--- config.mk ---
export PLATFORM = sky130hd
export DESIGN_NAME = regfile_write_arbiter
export DESIGN_NICKNAME = d
export VERILOG_FILES = /design/src/rtl/regfile_write_arbiter_pkg.sv /design/src/rtl/regfile_write_arbiter_rr_arbiter.sv /design/src/rtl/regfile_write_arbiter.sv
export SDC_FILE = /design/constraint.sdc
export NUM_CORES = 1
export LEC_CHECK = 0
export ABC_AREA = 1
export CAP_MARGIN = 20
export CORE_MARGIN = 2
export CORE_UTILIZATION = 38
export DETAILED_ROUTE_END_ITERATION = 8
export HOLD_SLACK_MARGIN = 0.15
export PLACE_DENSITY = 0.84
export SLEW_MARGIN = 10
export SYNTH_ARGS = -nofsm -noshare
export SYNTH_HDL_FRONTEND = slang
export SYNTH_SLANG_ARGS = --single-unit
--- constraint.sdc ---
create_clock -name clk -period 1.7 [get_ports clk]
set_input_delay 0.51 -clock clk [delete_from_list [all_inputs] [get_ports clk]]
set_output_delay 0.51 -clock clk [all_outputs]
set_load 0.02 [all_outputs]
--- src/rtl/regfile_write_arbiter_pkg.sv ---
// Shared constants for the register-file write arbiter: register file geometry
// and the width/limit of the debug transfer counter.
package regfile_write_arbiter_pkg;

  localparam int REG_ADDR_W = 5;
  localparam int REG_DATA_W = 32;
  localparam logic [REG_ADDR_W-1:0] ZERO_REG = 5'd0;

  localparam int COUNT_W = 16;
  typedef logic [COUNT_W-1:0] count_t;
  localparam count_t COUNT_MAX = '1;

  function automatic int ptrWidth(input int n);
    return (n > 1) ? $clog2(n) : 1;
  endfunction

endpackage

--- src/rtl/regfile_write_arbiter_rr_arbiter.sv ---
// Round-robin arbiter: grants the first requester at or after the rotating
// pointer, and moves the pointer one past the winner whenever a grant is taken.
module rr_arbiter
  import regfile_write_arbiter_pkg::*;
#(
  parameter int N     = 2,
  parameter int PTR_W = ptrWidth(N)
) (
  input  logic             clk,
  input  logic             reset,
  input  logic [N-1:0]     req,
  input  logic             advance,
  output logic [N-1:0]     grant,
  output logic [PTR_W-1:0] grantIdx
);

  logic [PTR_W-1:0] rrPtr;
  logic [PTR_W:0]   cand;
  logic             found;

  always_comb begin
    grant    = '0;
    grantIdx = '0;
    found    = 1'b0;
    cand     = '0;
    for (int k = 0; k < N; k++) begin
      cand = {1'b0, rrPtr} + (PTR_W+1)'(k);
      if (cand >= (PTR_W+1)'(N)) cand = cand - (PTR_W+1)'(N);
      if (!found && req[cand[PTR_W-1:0]]) begin
        found    = 1'b1;
        grantIdx = cand[PTR_W-1:0];
      end
    end
    // Nothing may be accepted while reset is held.
    if (found && !reset) grant[grantIdx] = 1'b1;
  end

  always_ff @(posedge clk) begin
    if (reset) begin
      rrPtr <= '0;
    end else if (advance) begin
      rrPtr <= (grantIdx == PTR_W'(N-1)) ? '0 : grantIdx + 1'b1;
    end
  end

endmodule

--- src/rtl/regfile_write_arbiter.sv ---
// Shares the single write port of the register file between NUM_REQ writeback
// sources with round-robin valid/ready handshakes and a registered write port.
module regfile_write_arbiter
  import regfile_write_arbiter_pkg::*;
#(
  parameter int NUM_REQ = 2,
  parameter int ADDR_W  = REG_ADDR_W,
  parameter int DATA_W  = REG_DATA_W
) (
  input  logic                      clk,
  input  logic                      reset,
  input  logic [NUM_REQ-1:0]        reqValid,
  output logic [NUM_REQ-1:0]        reqReady,
  input  logic [NUM_REQ*ADDR_W-1:0] reqRegister,
  input  logic [NUM_REQ*DATA_W-1:0] reqData,
  output logic                      regWrite,
  output logic [ADDR_W-1:0]         writeRegister,
  output logic [DATA_W-1:0]         writeData,
  output logic [15:0]               grantCount
);

  localparam int PTR_W = ptrWidth(NUM_REQ);

  function automatic count_t satInc(input count_t c);
    return (c == COUNT_MAX) ? c : c + 1'b1;
  endfunction

  logic [PTR_W-1:0]  grantIdx;
  logic              acceptP0;
  logic              writesRegP0;
  logic [ADDR_W-1:0] selRegisterP0;
  logic [DATA_W-1:0] selDataP0;

  rr_arbiter #(
    .N     (NUM_REQ),
    .PTR_W (PTR_W)
  ) u_rr (
    .clk      (clk),
    .reset    (reset),
    .req      (reqValid),
    .advance  (acceptP0),
    .grant    (reqReady),
    .grantIdx (grantIdx)
  );

  // Stage p0: grant and source select, all combinational.
  assign acceptP0      = |reqReady;
  assign selRegisterP0 = reqRegister[grantIdx*ADDR_W +: ADDR_W];
  assign selDataP0     = reqData[grantIdx*DATA_W +: DATA_W];
  // Register 0 is hard-wired; its transfers complete but never reach the port.
  assign writesRegP0   = acceptP0 && (selRegisterP0 != ADDR_W'(ZERO_REG));

  // Stage p1: registered write port and transfer counter.
  always_ff @(posedge clk) begin
    if (reset) begin
      regWrite      <= 1'b0;
      writeRegister <= '0;
      writeData     <= '0;
      grantCount    <= '0;
    end else begin
      regWrite <= writesRegP0;
      if (writesRegP0) begin
        writeRegister <= selRegisterP0;
        writeData     <= selDataP0;
      end
      if (acceptP0) grantCount <= satInc(grantCount);
    end
  end

endmodule
==> impl_metrics.csv, run 1 <==
group,metric,value,unit
pwr,cellLeakagePower,2.64,nW
drt,via_count,3652,
pwr,netSwitchingFraction,29.7,%
sta,drv_slew,0,
floorplan,io_pins,134,
pwr,power_density,654,mW/mm^2
cells_and_area,diodes,0,
clock_tree,cts_tree,"done",
sta,fin_skew,0.0143,ns
pwr,power_switching,0.994,mW
pwr,ir_drop,404,uV
worst_setup_path,crit_required,1.90,ns
placement,gp_congestion,0.888,
run,max-cap-violations,0,
sta,worst_pin_slew,0.476,ns
grt,grt.total_usage,20.7,%
clock_tree,numCtsBuffers,5,
clock_tree,clk_pin_slew,0.10,ns
grt,grt_first_pass_wirelength,14700,microns
clock_tree,clk_latency,0.30,ns
cells_and_area,fin_nets,760,
floorplan,fp.dieH,93.5,microns
outcome,violations,"negative setup slack",
sta,setup_ws,-0.0411,ns
drt,firstDrtPassIters,5,
min_path,hp-class,"flip-flop to flip-flop",
sta,max_slew_margin,68.3,%
sta,setup_viol,14,
pwr,pwr-share-seq,42.7,%
sta,max_freq,0.574,GHz
synthesis,synth_area,0.00305,sq mm
drt,drt_iter0_drc,97,
clock_tree,h-tree-depth,2,
placement,numPortBuffers,133,
sta,rsz0062_at_grt,"true",
clock_tree,clk_path_buf_depth,2,
grt,grt_max_degree,47,
floorplan,core.rowCount,32,
placement,place_area,0.00467,sq mm
worst_setup_path,cp-end-kind,"flip-flop",
grt,first_global_vias,3451,
synthesis,synthMuxAreaShare,0,%
sta,fin_hold_ws,0.478,ns
worst_setup_path,path_class,"flip-flop to flip-flop",
clock_tree,postCtsHoldBufs,0,
synthesis,synth_cell_type_count,23,
synthesis,synth_nets,596,
drt,wirelength,9770,microns
clock_tree,root_buffer,"clkbuf_8",
synthesis,syn_area_per_cell,5.89,sq um
drt,vias_per_cell,4.66,
cells_and_area,area_growth_syn_to_layout,68.1,%
synthesis,synth_compound_area_share,3.12,%
floorplan,start_util,39.2,%
synthesis,synth_top_family_by_area,"simple AND/OR/NAND/NOR gates",
grt,overflow,0,
floorplan,design.core.area,0.00777,sq mm
synthesis,synth-simple-area-share,47.6,%
synthesis,synth_warnings,0,
worst_setup_path,crit_fanout,7,
floorplan,chipWidth,93.5,microns
synthesis,ys_ff_latch,55,
pwr,p_int,2.35,mW
worst_setup_path,critPathArrivalTime,1.94,ns
sta,timing_hold_violations_final,0,
worst_setup_path,cp-start-kind,"flip-flop",
sta,period_share,102,%
clock_tree,clock_sinks,55,
floorplan,die-area,0.00875,sq mm
cells_and_area,drive_above_1_share,16.3,%
drt,wl_per_cell,12.5,microns
synthesis,synthCells,517,
sta,post-route-min-period,1.74,ns
cells_and_area,final_area,0.00512,sq mm
pwr,clkPwrFrac,26.9,%
drt,drcViolationCount,0,
placement,dp_hpwl,6720,microns
synthesis,synth_xor_area_share,1.44,%
outcome,status,"finished with violations",
synthesis,synthAdderAreaFrac,0.411,%
synthesis,ys_seq_area_share,36.1,%
grt,antenna_found_initial,0,
pwr,power_frac_comb,30.4,%
drt,antenna_left,0,
==> worst max-delay path, stage by stage (launching register included) <==
cell and delay [ns]:
dfxtp_2 0.34, inv_2 0.08, nand2_4 0.08, nand2_4 0.11, buf_4 0.12, nand2_1 0.06
nand2_2 0.08, buf_6 0.11, nand3_4 0.08, nor2_4 0.19, nor2_4 0.08, clkbuf_16 0.18
nor2_4 0.10, nor2_1 0.04
==> through the flow <==
stage	power [mW]	TNS, ns	worst slack, ns	std cells	utilization [%]
2_1_floorplan	1.92	0	0.00133	517	-
3_3_place_gp	2.38	-39.65	-0.856	762	60.2
3_5_place_dp	2.40	-44.71	-0.971	762	60.2
4_1_cts	3.27	0	0.00583	775	62.5
5_1_grt	3.53	-3.30	-0.121	784	65.9
6_report	3.35	-0.177	-0.0411	784	65.9
==> synthesized netlist by cell type, drive strengths merged <==
master | count | area (sq um)
nand2 | 203 | 767
nand3 | 47 | 235
ha | 1 | 12.5
xor2 | 4 | 35.0
dfxtp | 55 | 1100
nand4 | 4 | 25.0
clkbuf | 13 | 48.8
nand3b | 2 | 15.0
clkinv | 2 | 7.51
inv | 54 | 203
nor2 | 95 | 382
o21ai | 9 | 45.0
buf | 12 | 86.3
xnor2 | 1 | 8.76
nor3 | 5 | 25.0
a21oi | 10 | 50.1
==> timing repair <==
action | in CTS | in global routing
pin swaps | 9 | 16
gates resized for setup | 92 | 45
hold endpoints to repair | 0 | 0
gates cloned | 1 | 3
setup buffers | 4 | 6
endpoints found under the setup margin | 110 | 53
==> power groups by stage <==
stage | clock (mW) | sequential [mW] | combinational (mW)
finish | 0.899 | 1.43 | 1.02
floorplan | 0 | 1.55 | 0.367
detailed placement | 0 | 1.46 | 0.944
CTS | 0.911 | 1.42 | 0.935
global route | 0.976 | 1.44 | 1.11
global placement | 0 | 1.45 | 0.923
==> cell families (layout without fill, tap and decap cells) <==
kind of cell | after synthesis | after routing
AND/OR/NAND/NOR | 356 | 357
buffers and inverters | 81 | 245
flip-flops | 55 | 55
AO/OA/AOI/OAI | 19 | 19
XOR/XNOR | 5 | 5
adder cells (fa/ha/maj) | 1 | 1
==> layer usage <==
| metal | up-vias | wire length [microns] | global-route usage [%] |
|---|---|---|---|
| met2 | 125 | 4950 | 38.5 |
| met4 | 0 | 197 | 5.80 |
| met1 | 1615 | 3920 | 23.1 |
| li1 | 1895 | - | - |
| met3 | 17 | 709 | 5.40 |
| met5 | - | 0 | 0 |
==> worst paths after layout <==
check	from	end	slack, ns	depth (start not counted)
setup / recovery	u_rr.rrPtr	writeData[2]	-0.04	13
hold / removal	writeRegister[2]	writeRegister[2]	0.48	2
setup reg to reg	u_rr.rrPtr	writeData[2]	-0.04	13
hold reg to reg	writeRegister[2]	writeRegister[2]	0.48	2
==> sequential cells by signal, indices dropped and copies added, names as in the netlist <==
name / flops
writeRegister: 5
u_rr.rrPtr: 1
regWrite: 1
writeData: 32
grantCount: 16
==> placed cells by master (no fill, tap or decap), types with 2 or more instances in the layout <==
master	count
o21ai_1	3
dfxtp_2	3
inv_1	49
clkinv_2	2
clkdlybuf4s50_1	71
xor2_1	4
a21oi_1	10
nor2_4	11
nand3_1	45
nor3_1	3
nand3b_1	2
nand2_1	192
inv_2	5
dlymetal6s2s_1	3
o21ai_0	5
clkbuf_16	3
nand4_1	4
buf_12	6
buf_6	7
buf_4	33
nor3_2	2
dlygate4sd2_1	54
clkbuf_8	6
dfxtp_1	52
nand2_2	8
nand2_4	3
nor2_1	71
nor2_2	14
==> cell type report <==
| class | instances | area (sq um) |
|---|---|---|
| Inverter | 56 | 211 |
| Tap cell | 102 | 128 |
| Timing Repair Buffer | 181 | 1780 |
| Clock buffer | 6 | 82.6 |
| Multi-Input combinational cell | 382 | 1780 |
| Clock inverter | 2 | 35.0 |
| Sequential cell | 55 | 1100 |
| Fill cell | 679 | 2650 |
No activity file was read; power rests on OpenSTA's default activity.
==> run 2, diff against run 1 <==
--- a/config.mk
+++ b/config.mk
@@ -8,10 +8,12 @@
 export ABC_AREA = 1
 export CAP_MARGIN = 20
 export CORE_MARGIN = 2
-export CORE_UTILIZATION = 38
+export CORE_UTILIZATION = 45
 export DETAILED_ROUTE_END_ITERATION = 8
+export DONT_BUFFER_PORTS = 1
 export HOLD_SLACK_MARGIN = 0.15
-export PLACE_DENSITY = 0.84
+export MAX_ROUTING_LAYER = met4
+export PLACE_DENSITY = 0.69
 export SLEW_MARGIN = 10
 export SYNTH_ARGS = -nofsm -noshare
 export SYNTH_HDL_FRONTEND = slang
==> run 2 against run 1 <==
  * Setup slack better by 0.039 ns
  * Routed wire length shrank 14%
  * Fmax up 2.3%
  * Combinational power decreased by 45%
  * Sequential share of layout area rose by 8.4 points
  * The flow still finishes with violations (negative setup slack)
  * Critical path depth shrank 6
  * Global-route usage grew 0.54 points
  * Largest cell class is now multi-input combinational cells
  * Clock skew is 0.0079 ns lower
  * Final cell count fell by 21%
  * Sequential cell count unchanged
  * Non-clock buffer count is 136 lower
  * Via count shrank 15%
==> impl_metrics.csv, run 2 (synthesis results as in run 1) <==
group,metric,value,unit
worst_setup_path,cpPeakStageDelay,0.34,ns
sta,setup_ws,-0.00190,ns
cells_and_area,n_fill_cell,671,
placement,dp_hpwl,5610,microns
grt,grt.total_usage,21.2,%
placement,numPortBuffers,0,
cells_and_area,final_cell_mix,"nand2_1, nor2_1, dfxtp_1",
worst_setup_path,cp_cell_sequence,"inv_2, nand2_4, nand2_4, buf_6, inv_8, nor2_4, buf_6",
pwr,ir_drop,547,uV
drt,wl_met3,565,microns
drt,drt_iter0_drc,85,
sta,period_share,100,%
clock_tree,numCtsBuffers,5,
drt,firstDrtPassIters,4,
cells_and_area,top_regs,"writeData: 32 flops, grantCount: 16 flops, writeRegister: 5 flops",
floorplan,core.rowCount,29,
min_path,hp-class,"primary input to flip-flop",
worst_setup_path,crit_fanout,5,
sta,worst_pin_slew,0.498,ns
floorplan,design.core.area,0.00646,sq mm
sta,drv_slew,0,
clock_tree,cts_tree,"done",
drt,antenna_left,0,
worst_setup_path,worst_r2r_path_depth,12,
worst_setup_path,path_buf_inv,4,
sta,timing_hold_violations_final,0,
worst_setup_path,cpMaxStageDelayCell,"dfxtp_2",
worst_setup_path,r2r-end,"writeData[11]",
worst_setup_path,startpoint,"u_rr.rrPtr",
worst_setup_path,endpoint,"reqReady[0]",
sta,setup_viol,1,
worst_setup_path,cpLargestDelayFamily,"flip-flops",
cells_and_area,diodes,0,
worst_setup_path,crit_required,1.19,ns
worst_setup_path,worst-path-stages,7,
sta,setup_tns,-0.00190,ns
clock_tree,clk_pin_slew,0.10,ns
grt,first_global_vias,2646,
grt,grt_max_degree,47,
pwr,power_density,785,mW/mm^2
drt,highest_layer,"met4",
drt,drcViolationCount,0,
sta,rsz0062_at_grt,"true",
drt,met2_length,4220,microns
drt,wl_per_cell,13.5,microns
floorplan,start_util,47.2,%
outcome,status,"finished with violations",
floorplan,io_pins,134,
cells_and_area,regArea,0.00110,sq mm
worst_setup_path,r2r_slack,0.02,ns
clock_tree,clk_latency,0.30,ns
sta,fin_skew,0.00634,ns
placement,post-place-ws,-0.394,ns
clock_tree,clk_path_buf_depth,2,
worst_setup_path,r2r_start,"u_rr.rrPtr",
run,max-cap-violations,0,
clock_tree,h-tree-depth,2,
floorplan,die-area,0.00744,sq mm
floorplan,fp.dieH,86.3,microns
drt,wl_met1,3540,microns
grt,overflow,0,
placement,gp_congestion,0.799,
cells_and_area,fin_nets,624,
clock_tree,postCtsHoldBufs,0,
worst_setup_path,critPathArrivalTime,1.19,ns
cells_and_area,regMostFlops,"writeData",
sta,max_freq,0.588,GHz
cells_and_area,drive_above_1_share,18.1,%
worst_setup_path,cp-end-kind,"output port",
clock_tree,root_buffer,"clkbuf_8",
clock_tree,clock_sinks,55,
drt,wirelength,8410,microns
outcome,violations,"negative setup slack",
cells_and_area,largest_register_ffs,32,
worst_setup_path,path_class,"flip-flop to output port",
drt,vias_per_cell,4.99,
cells_and_area,multiInputGateArea,0.00173,sq mm
sta,post-route-min-period,1.70,ns
cells_and_area,area_growth_syn_to_layout,20.8,%
pwr,cellLeakagePower,1.86,nW
floorplan,chipWidth,86.3,microns
grt,grt_first_pass_wirelength,12400,microns
worst_setup_path,cp-start-kind,"flip-flop",
sta,max_slew_margin,66.5,%
drt,via_count,3110,
cells_and_area,final_common_cell,"nand2_1",
grt,antenna_found_initial,0,
[run 2: changes by cell type in the layout (fill, tap and decap cells not counted), sizes merged, moves of 2 or more]
cell / delta
dlymetal6s2s: -3
buf: -5
clkdlybuf4s15: -2
dlygate4sd2: -54
clkdlybuf4s50: -71
clkinv: -2
[run 2: power by group]
group | switching [mW] | internal [mW] | leakage (nW)
logic | 0.328 | 0.228 | 1.36
registers | 0.164 | 1.38 | 0.454
clock network | 0.419 | 0.373 | 0.0515
[run 2: metrics by stage]
stage                     utilization [%]  std cells  cell area, sq um  total power [mW]  hold WS (ns)
after global routing                 57.0        623              3680              3.04         0.247
after floorplan                         -        517              3060              1.92         0.490
final                                57.0        623              3680              2.89         0.262
after global placement               50.7        601              3280              2.02         0.474
after CTS                            53.3        614              3440              2.84         0.247
after detailed placement             50.7        601              3280              2.03         0.477
[run 2: worst register-to-register path, cell delays in order (launching register included)]
cell,delay (ns)
dfxtp_2,0.35
inv_2,0.04
nand2_4,0.07
nand2_4,0.06
buf_4,0.14
buf_4,0.13
o21ai_1,0.14
nand2_1,0.11
nor2_4,0.16
nor2_4,0.08
buf_12,0.15
nor2_1,0.10
nor2_1,0.05
[run 2: routing by layer]
layer	GRT usage, %	vias to the layer above
met5	-	-
met4	6.11	0
met3	6.00	7
met2	36.9	99
met1	23.9	1384
li1	-	1620
[run 2: worst min-delay path by stage]
| stage | end | start | slack [ns] | cells past startpoint |
|---|---|---|---|---|
| 2_1_floorplan | u_rr.rrPtr | u_rr.rrPtr | 0.49 | 2 |
| 3_3_place_gp | grantCount[7] | grantCount[7] | 0.47 | 2 |
| 3_5_place_dp | grantCount[7] | grantCount[7] | 0.48 | 2 |
| 4_1_cts | grantCount[7] | reset | 0.25 | 1 |
| 5_1_grt | grantCount[10] | reset | 0.25 | 1 |
| 6_report | grantCount[6] | reset | 0.26 | 1 |
[run 2: final cells by class]
class | instances | share of cell area (%)
Clock buffer | 8 | 2.72
Multi-Input combinational cell | 382 | 46.9
Inverter | 56 | 5.92
Tap cell | 77 | 2.62
Timing Repair Buffer | 45 | 11.9
Sequential cell | 55 | 30.0
[run 2: timing repair]
item / 4_1_cts / 5_1_grt
buffers inserted: 4 / 6
endpoints found under the setup margin: 40 / 52
gates resized for setup: 10 / 37
pin swaps: 6 / 16
gates cloned: 1 / 3
